`src/rtl/melody_pkg.sv`:
```
// melody_pkg: grade, score and judge FSM encodings shared by the lane judges
package melody_pkg;
  typedef enum logic [1:0] {
    GRADE_NONE    = 2'b00,
    GRADE_MISS    = 2'b01,
    GRADE_GOOD    = 2'b10,
    GRADE_PERFECT = 2'b11
  } grade_e;
  typedef enum logic [1:0] {
    IDLE   = 2'b00,
    ARMED  = 2'b01,
    JUDGED = 2'b10
  } state_e;
  localparam logic [15:0] SCORE_PERFECT = 16'd3;
  localparam logic [15:0] SCORE_GOOD    = 16'd1;
endpackage

```
`src/rtl/key_sync_edge.sv`:
```
// key_sync_edge: three-flop synchronizer for a raw button with single-cycle rise detect
module key_sync_edge (
  input  logic clk,
  input  logic resetn,
  input  logic key,
  output logic key_rise
);
  logic [2:0] sync_q;
  // shift the asynchronous key through s1, s2, s3
  always_ff @(posedge clk or negedge resetn)
    if (!resetn) sync_q <= '0;
    else sync_q <= {sync_q[1:0], key};
  assign key_rise = sync_q[1] & ~sync_q[2];
endmodule

```
`src/rtl/note_hit_judge.sv`:
```
// note_hit_judge: tracks one lane's note position and grades key presses against the hit line
module note_hit_judge
  import melody_pkg::*;
#(
  parameter logic [7:0] MIN_POS     = 8'd180,
  parameter logic [7:0] MAX_POS     = 8'd196,
  parameter logic [7:0] TARGET      = 8'd192,
  parameter logic [8:0] PERFECT_WIN = 9'd0,
  parameter logic [8:0] GOOD_WIN    = 9'd4
) (
  input  logic        clk,
  input  logic        resetn,
  input  logic        map,
  input  logic        data_en,
  input  logic [7:0]  data,
  input  logic        key,
  output logic        hit_valid,
  output logic [1:0]  hit_grade,
  output logic [15:0] score,
  output logic [7:0]  combo
);
  if (GOOD_WIN < PERFECT_WIN || MIN_POS > MAX_POS) begin : g_bad_params
    $error("note_hit_judge: inconsistent window or position parameters");
  end
  logic key_rise;
  key_sync_edge u_key_sync (
    .clk      (clk),
    .resetn   (resetn),
    .key      (key),
    .key_rise (key_rise)
  );
  state_e      state_q, state_d;
  logic [7:0]  pos_q, pos_d;
  logic        hit_valid_q, hit_valid_d;
  grade_e      grade_q, grade_d;
  logic [15:0] score_q, score_d;
  logic [7:0]  combo_q, combo_d;
  logic        cap, wrap;
  logic [8:0]  diff;
  grade_e      key_grade;
  logic [15:0] inc;
  logic [16:0] sum;
  assign cap  = map && data_en;
  assign wrap = cap && (data < pos_q);
  assign diff = (pos_q >= TARGET) ? {1'b0, pos_q} - {1'b0, TARGET} : {1'b0, TARGET} - {1'b0, pos_q};
  assign key_grade = (diff <= PERFECT_WIN) ? GRADE_PERFECT : (diff <= GOOD_WIN) ? GRADE_GOOD : GRADE_MISS;
  // judge FSM: a key grades the pre-wrap note, a wrap with no key misses it
  always_comb begin
    state_d     = state_q;
    hit_valid_d = 1'b0;
    grade_d     = GRADE_NONE;
    case (state_q)
      IDLE:   if (cap) state_d = ARMED;
      ARMED:
        if (key_rise && map) begin
          hit_valid_d = 1'b1;
          grade_d     = key_grade;
          state_d     = wrap ? ARMED : JUDGED;
        end else if (wrap) begin
          hit_valid_d = 1'b1;
          grade_d     = GRADE_MISS;
        end
      JUDGED: if (wrap) state_d = ARMED;
      default: state_d = IDLE;
    endcase
  end
  // position capture plus saturating score and combo driven by the pulse being issued
  always_comb begin
    pos_d   = cap ? data : pos_q;
    inc     = (grade_d == GRADE_PERFECT) ? SCORE_PERFECT : (grade_d == GRADE_GOOD) ? SCORE_GOOD : 16'd0;
    sum     = {1'b0, score_q} + {1'b0, inc};
    score_d = !hit_valid_d ? score_q : sum[16] ? 16'hFFFF : sum[15:0];
    combo_d = !hit_valid_d ? combo_q : (grade_d == GRADE_MISS) ? 8'd0 : (combo_q == 8'hFF) ? combo_q : combo_q + 8'd1;
  end
  // state, position and registered judgement outputs
  always_ff @(posedge clk or negedge resetn)
    if (!resetn) begin
      state_q     <= IDLE;
      pos_q       <= MIN_POS;
      hit_valid_q <= 1'b0;
      grade_q     <= GRADE_NONE;
      score_q     <= '0;
      combo_q     <= '0;
    end else begin
      state_q     <= state_d;
      pos_q       <= pos_d;
      hit_valid_q <= hit_valid_d;
      grade_q     <= grade_d;
      score_q     <= score_d;
      combo_q     <= combo_d;
    end
  assign hit_valid = hit_valid_q;
  assign hit_grade = grade_q;
  assign score     = score_q;
  assign combo     = combo_q;
endmodule

```
`config.mk`:
```
export PLATFORM = sky130hd
export DESIGN_NAME = note_hit_judge
export DESIGN_NICKNAME = d
export VERILOG_FILES = /design/src/rtl/melody_pkg.sv /design/src/rtl/key_sync_edge.sv /design/src/rtl/note_hit_judge.sv
export SDC_FILE = /design/constraint.sdc
export NUM_CORES = 1
export LEC_CHECK = 0
export CAP_MARGIN = 10
export CORE_ASPECT_RATIO = 1.25
export CORE_MARGIN = 8
export CORE_UTILIZATION = 50
export CTS_BUF_LIST = sky130_fd_sc_hd__clkbuf_4 sky130_fd_sc_hd__clkbuf_8
export CTS_CLUSTER_SIZE = 20
export DETAILED_ROUTE_END_ITERATION = 8
export PLACE_DENSITY = 0.75
export SLEW_MARGIN = 20
export SYNTH_ARGS = -nofsm -noshare
export SYNTH_HDL_FRONTEND = slang
export SYNTH_SLANG_ARGS = --single-unit
```
`constraint.sdc`:
```
create_clock -name clk -period 9.2 [get_ports clk]
set_input_delay 1.38 -clock clk [delete_from_list [all_inputs] [get_ports clk]]
set_output_delay 1.38 -clock clk [all_outputs]
set_load 0.02 [all_outputs]
```
==> results.md, run 1 <==
* CTS clk-pin slew, worst paths at 70 ps
* Library cells used by synthesis at 62
* Die Span Y at 94.5 um
* Routing usage on met1 at 0.197
* H-tree Lvls at 2
* FFs w/ async S/R, synth at 1.00
* Core Area at between 0.004 and 0.005 mm^2
* Fillers at 418
* Average via count per standard cell at 6.17
* Drt total wl at 5.69 mm
* Post-route ant nets at 0
* Starting density of the core at 0.521
* Crit path launch type: input pin
* Aggregate global-route resource usage at 0.163
* Period minus WS final at 4310 ps
* Post-Syn Area at 0.00246 mm^2
* Worst slew margin at 0.392
* Fmax at 232 MHz
* #FFs+latches synth at 40
* Port Buffers at 39
* Sum Neg Setup Slack at 0 ps
* Syn Inst Count at between 200 and 250
* VDD IR max at 0.000106 V
* First-pass GRT wire length at 10.1 mm
* Ordered list of cells on the worst path: clkdlybuf4s50_1 > nand2_1 > nor2_1 > o21ai_1 > nor4_1 > fa_1 > nand4_1 > nor4_2 > a21oi_1 > a211oi_1 > a2bb2oi_1
* RSZ-0062 raised after global routing: false
* Synthesis-to-layout area growth at 20.8%
* Critical path required time at 9420 ps
* Tcrit/Tclk final at 0.469
* Post-synth EDFFs at 0
* Most common cell after layout, fill and taps aside: clkdlybuf4s50_1
* M2 GR Usage at 0.284
* Ys Warns at 0
* Reg2reg start: pos_q[7]
* CTS tree: yes
* PD cells at 147 mW/mm^2
* Crit path DAT at 4530 ps
* DR vias at roughly 2100
* Main synth FF type: dfrtp_1
* Final nets at 302
* First drt pass iteration count at 4
* Worst setup path class: input pin to flip-flop
* Drt wl/cell at 16.8 um
* Final Hold Vio Count at 0
* Max incr delay on CP at about 560 ps
* R2R Setup Slk at ~5500 ps
* Max Cap Viol at 0
* Residual DRC at 0
* Post-CTS resize count at 0
* DP Wirelength at 4.15 mm
* Fin util at 0.630
* Hold path startpoint: u_key_sync.sync_q[0]
* I/O Pins at 40
* Final Skew at 11.3 ps
* Status: completed
* Crit end category: flip-flop
* Clk Latency, worst-skew pair at 290 ps
* R2r worst-path depth at 11
* Hold endpoint: u_key_sync.sync_q[1]
* CTS Root Buffer Type: clkbuf_8
* Synthesized Nets at 262
* Grt total ovfl at 0
* Final Slew Violations at 0
* Most frequent cells in the layout: 38 x clkdlybuf4s50_1, 36 x dfrtp_1, 23 x nand2_1, 13 x inv_1, 11 x ha_1
* Vias in the first global route at 2130
* GPL Wtd Cong at approximately 0.88
* # rows at 28
* Worst hold path type: flip-flop to flip-flop
* CTS Buf Count at 5
* Pin count of the biggest net entering global routing at just over 40
* Synthesized area per cell at 10.4 um^2
* Reg-to-Reg End: score[3]
* Most Crowded Layer GR: met2
* LEAKAGE at 1.20 nW
* Worst Max-Slew Pin Slew at 911 ps
* Worst hold stages at 0
* Starting DRC count in detailed routing at 200
* Diodes inserted at 0
* Seq/Total Area, Yosys at 0.408
* Met3 usage at 0.0295
* Clk buf depth at 2
* Antenna violations before repair at 0
* CP max stage cell: nor4_2
* Count of final setup violators at 0
* # clock sinks at 40
* Die width at 78.8 um
* Post-CTS Setup Bufs at 0
* Crit path max fanout at 10
* Die ar. at 0.00745 mm^2
* Hold_buf cts at 0
* Share of layout cells above drive strength 1 at 0.147
==> synthesized netlist by cell type, types with 3 or more instances <==
| library cell | instances | area [um^2] |
|---|---|---|
| a2111oi_2 | 3 | 45.0 |
| nand4_1 | 9 | 56.3 |
| nor2_1 | 10 | 37.5 |
| a2111oi_0 | 3 | 26.3 |
| mux2i_1 | 3 | 30.0 |
| buf_6 | 3 | 33.8 |
| a21o_1 | 5 | 37.5 |
| dfstp_2 | 4 | 105 |
| clkbuf_1 | 3 | 11.3 |
| nand3_1 | 7 | 35.0 |
| nor3_1 | 9 | 45.0 |
| inv_1 | 13 | 48.8 |
| o21ai_0 | 4 | 20.0 |
| a211oi_1 | 8 | 60.1 |
| nand2_1 | 23 | 86.3 |
| dfrtp_1 | 36 | 901 |
| nand2b_1 | 4 | 25.0 |
| mux2_2 | 8 | 90.1 |
| a21oi_1 | 9 | 45.0 |
| ha_1 | 11 | 138 |
| mux2_1 | 8 | 90.1 |
==> kinds of logic after synthesis <==
kind of cell	count (synthesis)	synth area share
fa+ha+maj	12	0.0640
buf+inv	20	0.0396
compound gates	65	0.228
simple gates	81	0.175
flops	40	0.408
mux	19	0.0853
==> flip-flops by register name (all words and copies together) (netlist names) <==
register and cells:
combo 8, hit_grade 2, hit_valid 1, pos_q 8, score 16, state_q 2, u_key_sync.sync_q 3
==> power by group <==
group	internal, W	switching, W	total, W
sequential	0.000190	0.0000126	0.000203
clock	0.0000671	0.0000594	0.000126
combinational	0.0000393	0.0000694	0.000109
==> worst max-delay path: cells and delay by family <==
kind            cells  cell delay, ps
simple gates        5            1430
compound gates      4             860
buf+inv             1             490
fa+ha+maj           1             360
==> layout make-up <==
type,count,area (um^2),share of cell area
timing repair buffer,39,385,0.129
multi-input combinational,177,1360,0.457
inverter,14,52.6,0.0176
tap,60,75.1,0.0252
sequential,40,1010,0.338
clock buffer,8,97.6,0.0328
==> layer usage <==
metal  vias up  wire length (um)  share of wire
met4         0                64          0.011
met1      1021              2460           0.43
li1        990                 -              -
met2        69              2870           0.50
met3         6               289          0.051
met5         -                 0              0
==> stage by stage <==
stage               hold WS (ps)  power, W  setup slack, ps  area [um^2]  cells
global placement             335  0.000311             4810         2880    330
CTS                          363  0.000441             4940         2980    338
floorplan                    331  0.000280             5650         2460    237
global route                 373  0.000463             4600         2980    338
finish                       360  0.000438             4890         2980    338
detailed placement           346  0.000315             4640         2880    330
==> worst max path at each step <==
| stage | startpoint | to | slack (ps) |
|---|---|---|---|
| finish | map | score[3] | 4890 |
| global route | map | score[7] | 4600 |
| CTS | map | score[3] | 4940 |
| detailed placement | map | score[3] | 4640 |
| global placement | map | score[7] | 4810 |
| floorplan | map | score[3] | 5650 |
(Power assumes the default switching activity.)
==> inputs of run 2 (changes only) <==
Clock period 9.2 ns to 4.35 ns, I/O delays scaled along.
==> results.md, run 2 (synthesis gave the netlist of run 1 again) <==
* Final Slew Violations at 0 (unchanged)
* Grt total ovfl at 0 (unchanged)
* Final Skew at 2.87 ps (was 11.3 ps)
* First drt pass iteration count at 6 (was 4)
* Post-CTS resize count at 0 (unchanged)
* Die Span Y at 94.5 um (unchanged)
* Diodes inserted at 0 (unchanged)
* CTS tree: yes (unchanged)
* CTS Root Buffer Type: clkbuf_8 (unchanged)
* Starting density of the core at 0.521 (unchanged)
* Tcrit/Tclk final at 0.797
* Slack of the critical path at 885 ps (was 4890 ps)
* Final nets at 303 (was 302)
* Clk buf depth at 2 (unchanged)
* CTS clk-pin slew, worst paths at 80 ps (was 70 ps)
* Count of final setup violators at 0 (unchanged)
* # rows at 28 (unchanged)
* Post-route ant nets at 0 (unchanged)
* Synthesis-to-layout area growth at 21.7% (was 20.8%)
* Antenna violations before repair at 0 (unchanged)
* CTS Buf Count at 5 (unchanged)
* Fmax at 289 MHz
* Crit end category: flip-flop (unchanged)
* Aggregate global-route resource usage at 0.155 (was 0.163)
* Residual DRC at 0 (unchanged)
* Drt total wl at 5.57 mm (was 5.69 mm)
* Fin util at 0.634 (was 0.630)
* Vias in the first global route at 2117 (was 2130)
* Final Hold Vio Count at 0 (unchanged)
* GPL Wtd Cong at 0.843 (was 0.882)
* Sum Neg Setup Slack at 0 ps (unchanged)
* Average via count per standard cell at 6.06 (was 6.17)
* Crit path max fanout at 10 (unchanged)
* DP Wirelength at 4.05 mm (was 4.15 mm)
* VDD IR max at 0.000166 V (was 0.000106 V)
* Most common cell after layout, fill and taps aside: clkdlybuf4s50_1 (unchanged)
* Worst slew margin at 0.410 (was 0.392)
* Drt wl/cell at 16.4 um (was 16.8 um)
* Die ar. at 0.00745 mm^2 (unchanged)
* Die width at 78.8 um (unchanged)
* Max FFs per register at 16 (unchanged)
* Post-Layout Inst Area at 0.00300 mm^2 (was 0.00298 mm^2)
* PD cells at 321 mW/mm^2 (was 147 mW/mm^2)
* RSZ-0062 raised after global routing: false (unchanged)
* Critical path required time at 4570 ps (was 9420 ps)
* LEAKAGE at 1.21 nW (was 1.20 nW)
* Period minus WS final at 3470 ps
* # clock sinks at 40 (unchanged)
* Worst hold path type: flip-flop to flip-flop (unchanged)
* Worst Max-Slew Pin Slew at 885 ps (was 911 ps)
* Core Area at 0.00473 mm^2 (unchanged)
* Clk Latency, worst-skew pair at 290 ps (about the same)
* Placed cells at 331 (was 330)
* Most frequent cells in the layout: 38 x clkdlybuf4s50_1, 36 x dfrtp_1, 23 x nand2_1, 13 x inv_1, 11 x ha_1 (unchanged)
* Status: completed (unchanged)
* Crit path DAT at 3680 ps (was 4530 ps)
* H-tree Lvls at 2 (unchanged)
* Hold_buf cts at 0 (unchanged)
* Share of layout cells above drive strength 1 at 0.151 (was 0.147)
* Crit path launch type: flip-flop (was input pin)
* Post-route insts no fill at 339 (was 338)
* First-pass GRT wire length at 9.54 mm (was 10.1 mm)
* Port Buffers at 39 (unchanged)
* DR vias at 2054 (was 2086)
* Max Cap Viol at 0 (unchanged)
* I/O Pins at 40 (unchanged)
* Worst setup path class: flip-flop to flip-flop (was input pin to flip-flop)
* Dpl cell area at 0.00289 mm^2 (was 0.00288 mm^2)
* Post-CTS Setup Bufs at 0 (unchanged)
* Place WS at 692 ps (was 4640 ps)
* Pin count of the biggest net entering global routing at 41 (unchanged)
* Starting DRC count in detailed routing at 157 (was 200)
* Fillers at 394 (was 418)
## run 2: cell count changes in the layout (fill, tap and decap cells not counted), sizes merged
cell / change
clkbuf: -2
buf: +1
bufinv: +1
clkinv: +1
## run 2: through the flow
step	total power, W	hold slack (ps)
after floorplan	0.000593	331
after global placement	0.000656	333
after detailed placement	0.000662	347
after CTS	0.000973	365
after global routing	0.00101	367
final	0.000963	359
## run 2: per-layer routing
layer	track usage	vias to the layer above	routed length (um)
met4	0.0495	0	67
met1	0.179	1000	2460
met3	0.0276	7	204
li1	-	999	-
met2	0.284	48	2840
met5	0	-	0
## run 2: path summary, 6_finish.rpt
check	slack (ps)	to	from	cells past startpoint
max in group asynchronous	3320	combo[7]	resetn	1
setup reg to reg	880	score[7]	pos_q[7]	12
setup / recovery	880	score[7]	pos_q[7]	12
hold reg to reg	360	u_key_sync.sync_q[1]	u_key_sync.sync_q[0]	0
hold / removal	360	u_key_sync.sync_q[1]	u_key_sync.sync_q[0]	0
min in group asynchronous	460	pos_q[3]	resetn	1
## run 2: critical path, stage by stage (launching register included)
cell,delay (ps)
dfstp_2,570
ha_1,200
inv_1,90
a2111oi_0,360
o21ai_1,320
nor4_1,450
fa_1,360
nand4_1,150
nor4_2,220
buf_4,210
a21oi_1,50
a211oi_1,220
a2bb2oi_1,180
## run 2: power breakdown
part | switching [W] | internal (W) | total [W]
Clock | 0.000133 | 0.000177 | 0.000309
Combinational | 0.000143 | 0.0000835 | 0.000226
Sequential | 0.0000260 | 0.000402 | 0.000428
Total | 0.000301 | 0.000662 | 0.000963
## run 2: area by class of cell
| cell class | count | area (um^2) | area share |
|---|---|---|---|
| Tap cell | 60 | 75.1 | 0.0250 |
| Multi-Input combinational cell | 177 | 1360 | 0.454 |
| Clock buffer | 6 | 76.3 | 0.0254 |
| Sequential cell | 40 | 1010 | 0.335 |
| Inverter | 14 | 52.6 | 0.0175 |
| Clock inverter | 2 | 35.0 | 0.0117 |
| Timing Repair Buffer | 40 | 393 | 0.131 |
==> inputs of run 3 (changes only) <==
Clock period 4.35 ns to 3.46 ns, I/O delays scaled along.
==> results.md, run 3 (synthesis gave the netlist of run 1 again) <==
* LEAKAGE at 1.24 nW (was 1.21 nW)
* Most common cell after layout, fill and taps aside: clkdlybuf4s50_1 (unchanged)
* Final Slew Violations at 0 (unchanged)
* # rows at 28 (unchanged)
* Most frequent cells in the layout: 38 x clkdlybuf4s50_1, 36 x dfrtp_1, 23 x nand2_1, 13 x inv_1, 11 x ha_1 (unchanged)
* Fillers at 416 (was 394)
* CP max stage cell: or4_4 (was dfstp_2)
* Worst path depth at 11 (was 12)
* Residual DRC at 0 (unchanged)
* Share of layout cells above drive strength 1 at 0.168 (was 0.151)
* Reg area at 0.00101 mm^2 (unchanged)
* CTS Buf Count at 5 (unchanged)
* Port Buffers at 39 (unchanged)
* Crit path max fanout at 4 (was 10)
* Power Total at 0.00123 W (was 0.000963 W)
* H-tree Lvls at 2 (unchanged)
* CTS Root Buffer Type: clkbuf_8 (unchanged)
* Starting DRC count in detailed routing at 100 (was 157)
* Worst hold path type: input pin to async pin (was flip-flop to flip-flop)
* CTS tree: yes (unchanged)
* Antenna violations before repair at 0 (unchanged)
* Final nets at 309 (was 303)
* # clock sinks at 40 (unchanged)
* Clk Latency, worst-skew pair at 300 ps (was 290 ps)
* Vias in the first global route at 2121 (was 2117)
* Crit path launch type: flip-flop (unchanged)
* First drt pass iteration count at 5 (was 6)
* Drt total wl at 5.64 mm (was 5.57 mm)
* Die ar. at 0.00745 mm^2 (unchanged)
* GPL Wtd Cong at 0.900 (was 0.843)
* Post-route ant nets at 0 (unchanged)
* Crit path launch: pos_q[1] (was pos_q[7])
* Reg2reg start: pos_q[1] (was pos_q[7])
* Diodes inserted at 0 (unchanged)
* Core Area at 0.00473 mm^2 (unchanged)
* Worst path bufs/invs at 1 (was 2)
* VDD IR max at 0.000289 V (was 0.000166 V)
* Final Hold Vio Count at 0 (unchanged)
* RSZ-0062 raised after global routing: false (unchanged)
* DR vias at 2107 (was 2054)
* Critical path required time at 3640 ps (was 4570 ps)
* Die width at 78.8 um (unchanged)
* Crit end category: flip-flop (unchanged)
* Reg-to-Reg End: score[15] (was score[7])
* Aggregate global-route resource usage at 0.160 (was 0.155)
* First-pass GRT wire length at 9.88 mm (was 9.54 mm)
* Worst Max-Slew Pin Slew at 881 ps (was 885 ps)
* Drt wl/cell at 16.4 um (about the same)
* Multi-input gate area at 0.00136 mm^2 (about the same)
* Synthesis-to-layout area growth at 23.7% (was 21.7%)
* Clk buf depth at 2 (unchanged)
* Die Span Y at 94.5 um (unchanged)
* Tcrit/Tclk final at 0.911 (was 0.797)
* Worst slew margin at 0.413 (was 0.410)
* Average via count per standard cell at 6.11 (was 6.06)
* Count of final setup violators at 0 (unchanged)
* Fin util at 0.645 (was 0.634)
* DP Wirelength at 4.15 mm (was 4.05 mm)
* Worst setup path class: flip-flop to flip-flop (unchanged)
* R2R Setup Slk at 310 ps (was 880 ps)
* Critical path endpoint: score[15] (was score[7])
* Pin count of the biggest net entering global routing at 41 (unchanged)
* Final Skew at 9.75 ps (was 2.87 ps)
* CTS clk-pin slew, worst paths at 80 ps (about the same)
* Starting density of the core at 0.521 (unchanged)
* Fmax at 317 MHz (was 289 MHz)
* Hold_buf cts at 0 (unchanged)
* R2r worst-path depth at 11 (was 12)
* Max Cap Viol at 0 (unchanged)
* Ordered list of cells on the worst path: or4_4 > mux2i_1 > a31oi_2 > nor4_1 > buf_4 > ha_1 > a21oi_1 > nor2_1 > nand2_1 > a2111oi_2 > mux2_1 (was ha_1 > inv_1 > a2111oi_0 > o21ai_1 > nor4_1 > fa_1 > nand4_1 > nor4_2 > buf_4 > a21oi_1 > a211oi_1 > a2bb2oi_1)
* Status: completed (unchanged)
* Max incr delay on CP at 590 ps (was 570 ps)
* I/O Pins at 40 (unchanged)
* PD cells at 403 mW/mm^2 (was 321 mW/mm^2)
* Period minus WS final at 3150 ps (was 3470 ps)
* Crit path DAT at 3330 ps (was 3680 ps)
* Sum Neg Setup Slack at 0 ps (unchanged)
* Max FFs per register at 16 (unchanged)
* Grt total ovfl at 0 (unchanged)
* CP top delay family: simple AND/OR/NAND/NOR gates (was compound AO/OA/AOI/OAI gates)
==> run 3: through the flow <==
step | cells | hold WS (ps) | cell area [um^2] | setup slack (ps)
after floorplan | 237 | 223 | 2460 | 350
final | 345 | 344 | 3050 | 309
after CTS | 345 | 358 | 3050 | 294
after global routing | 345 | 373 | 3050 | 14.9
after detailed placement | 337 | 341 | 2930 | 352
after global placement | 337 | 332 | 2930 | 354
==> run 3: worst reg2reg max path: cells and delay by family (launching register included) <==
kind	cells	cell delay [ps]
flip-flops	1	420
AND/OR/NAND/NOR	4	980
buffers and inverters	1	150
multiplexers	2	510
AO/OA/AOI/OAI	3	690
adder cells (fa/ha/maj)	1	300
==> run 3: how the worst min path moves through the flow <==
stage | from | to | slack [ps] | depth (start not counted)
after floorplan | resetn | combo[0] | 220 | 0
after global placement | u_key_sync.sync_q[0] | u_key_sync.sync_q[1] | 330 | 0
after detailed placement | u_key_sync.sync_q[0] | u_key_sync.sync_q[1] | 340 | 0
after CTS | u_key_sync.sync_q[0] | u_key_sync.sync_q[1] | 360 | 0
after global routing | u_key_sync.sync_q[0] | u_key_sync.sync_q[1] | 370 | 0
final | resetn | pos_q[3] | 340 | 1
==> run 3: area by class of cell <==
cell class | count | area share
flip-flops and latches | 40 | 0.330
repair buffers | 46 | 0.144
multi-input cells | 177 | 0.447
clock buffers | 5 | 0.0226
well taps | 60 | 0.0246
inverters | 14 | 0.0172
clock inverters | 3 | 0.0152
==> run 3: power by group <==
| part | internal (W) | switching [W] |
|---|---|---|
| Sequential | 0.000505 | 0.0000339 |
| Clock | 0.000217 | 0.000174 |
| Combinational | 0.000116 | 0.000183 |
==> run 3: per-layer routing <==
| metal | vias up | GRT usage | part of all wire |
|---|---|---|---|
| met5 | - | 0 | 0 |
| met4 | 0 | 0.0728 | 0.016 |
| met2 | 49 | 0.276 | 0.51 |
| met3 | 7 | 0.0266 | 0.040 |
| li1 | 1000 | - | - |
| met1 | 1051 | 0.190 | 0.44 |
==> run 3: what timing repair did <==
| action | 4_1_cts | 5_1_grt |
|---|---|---|
| endpoints found under the setup margin | 0 | 5 |
| resized for setup | 0 | 1 |
| buffers inserted | 0 | 0 |
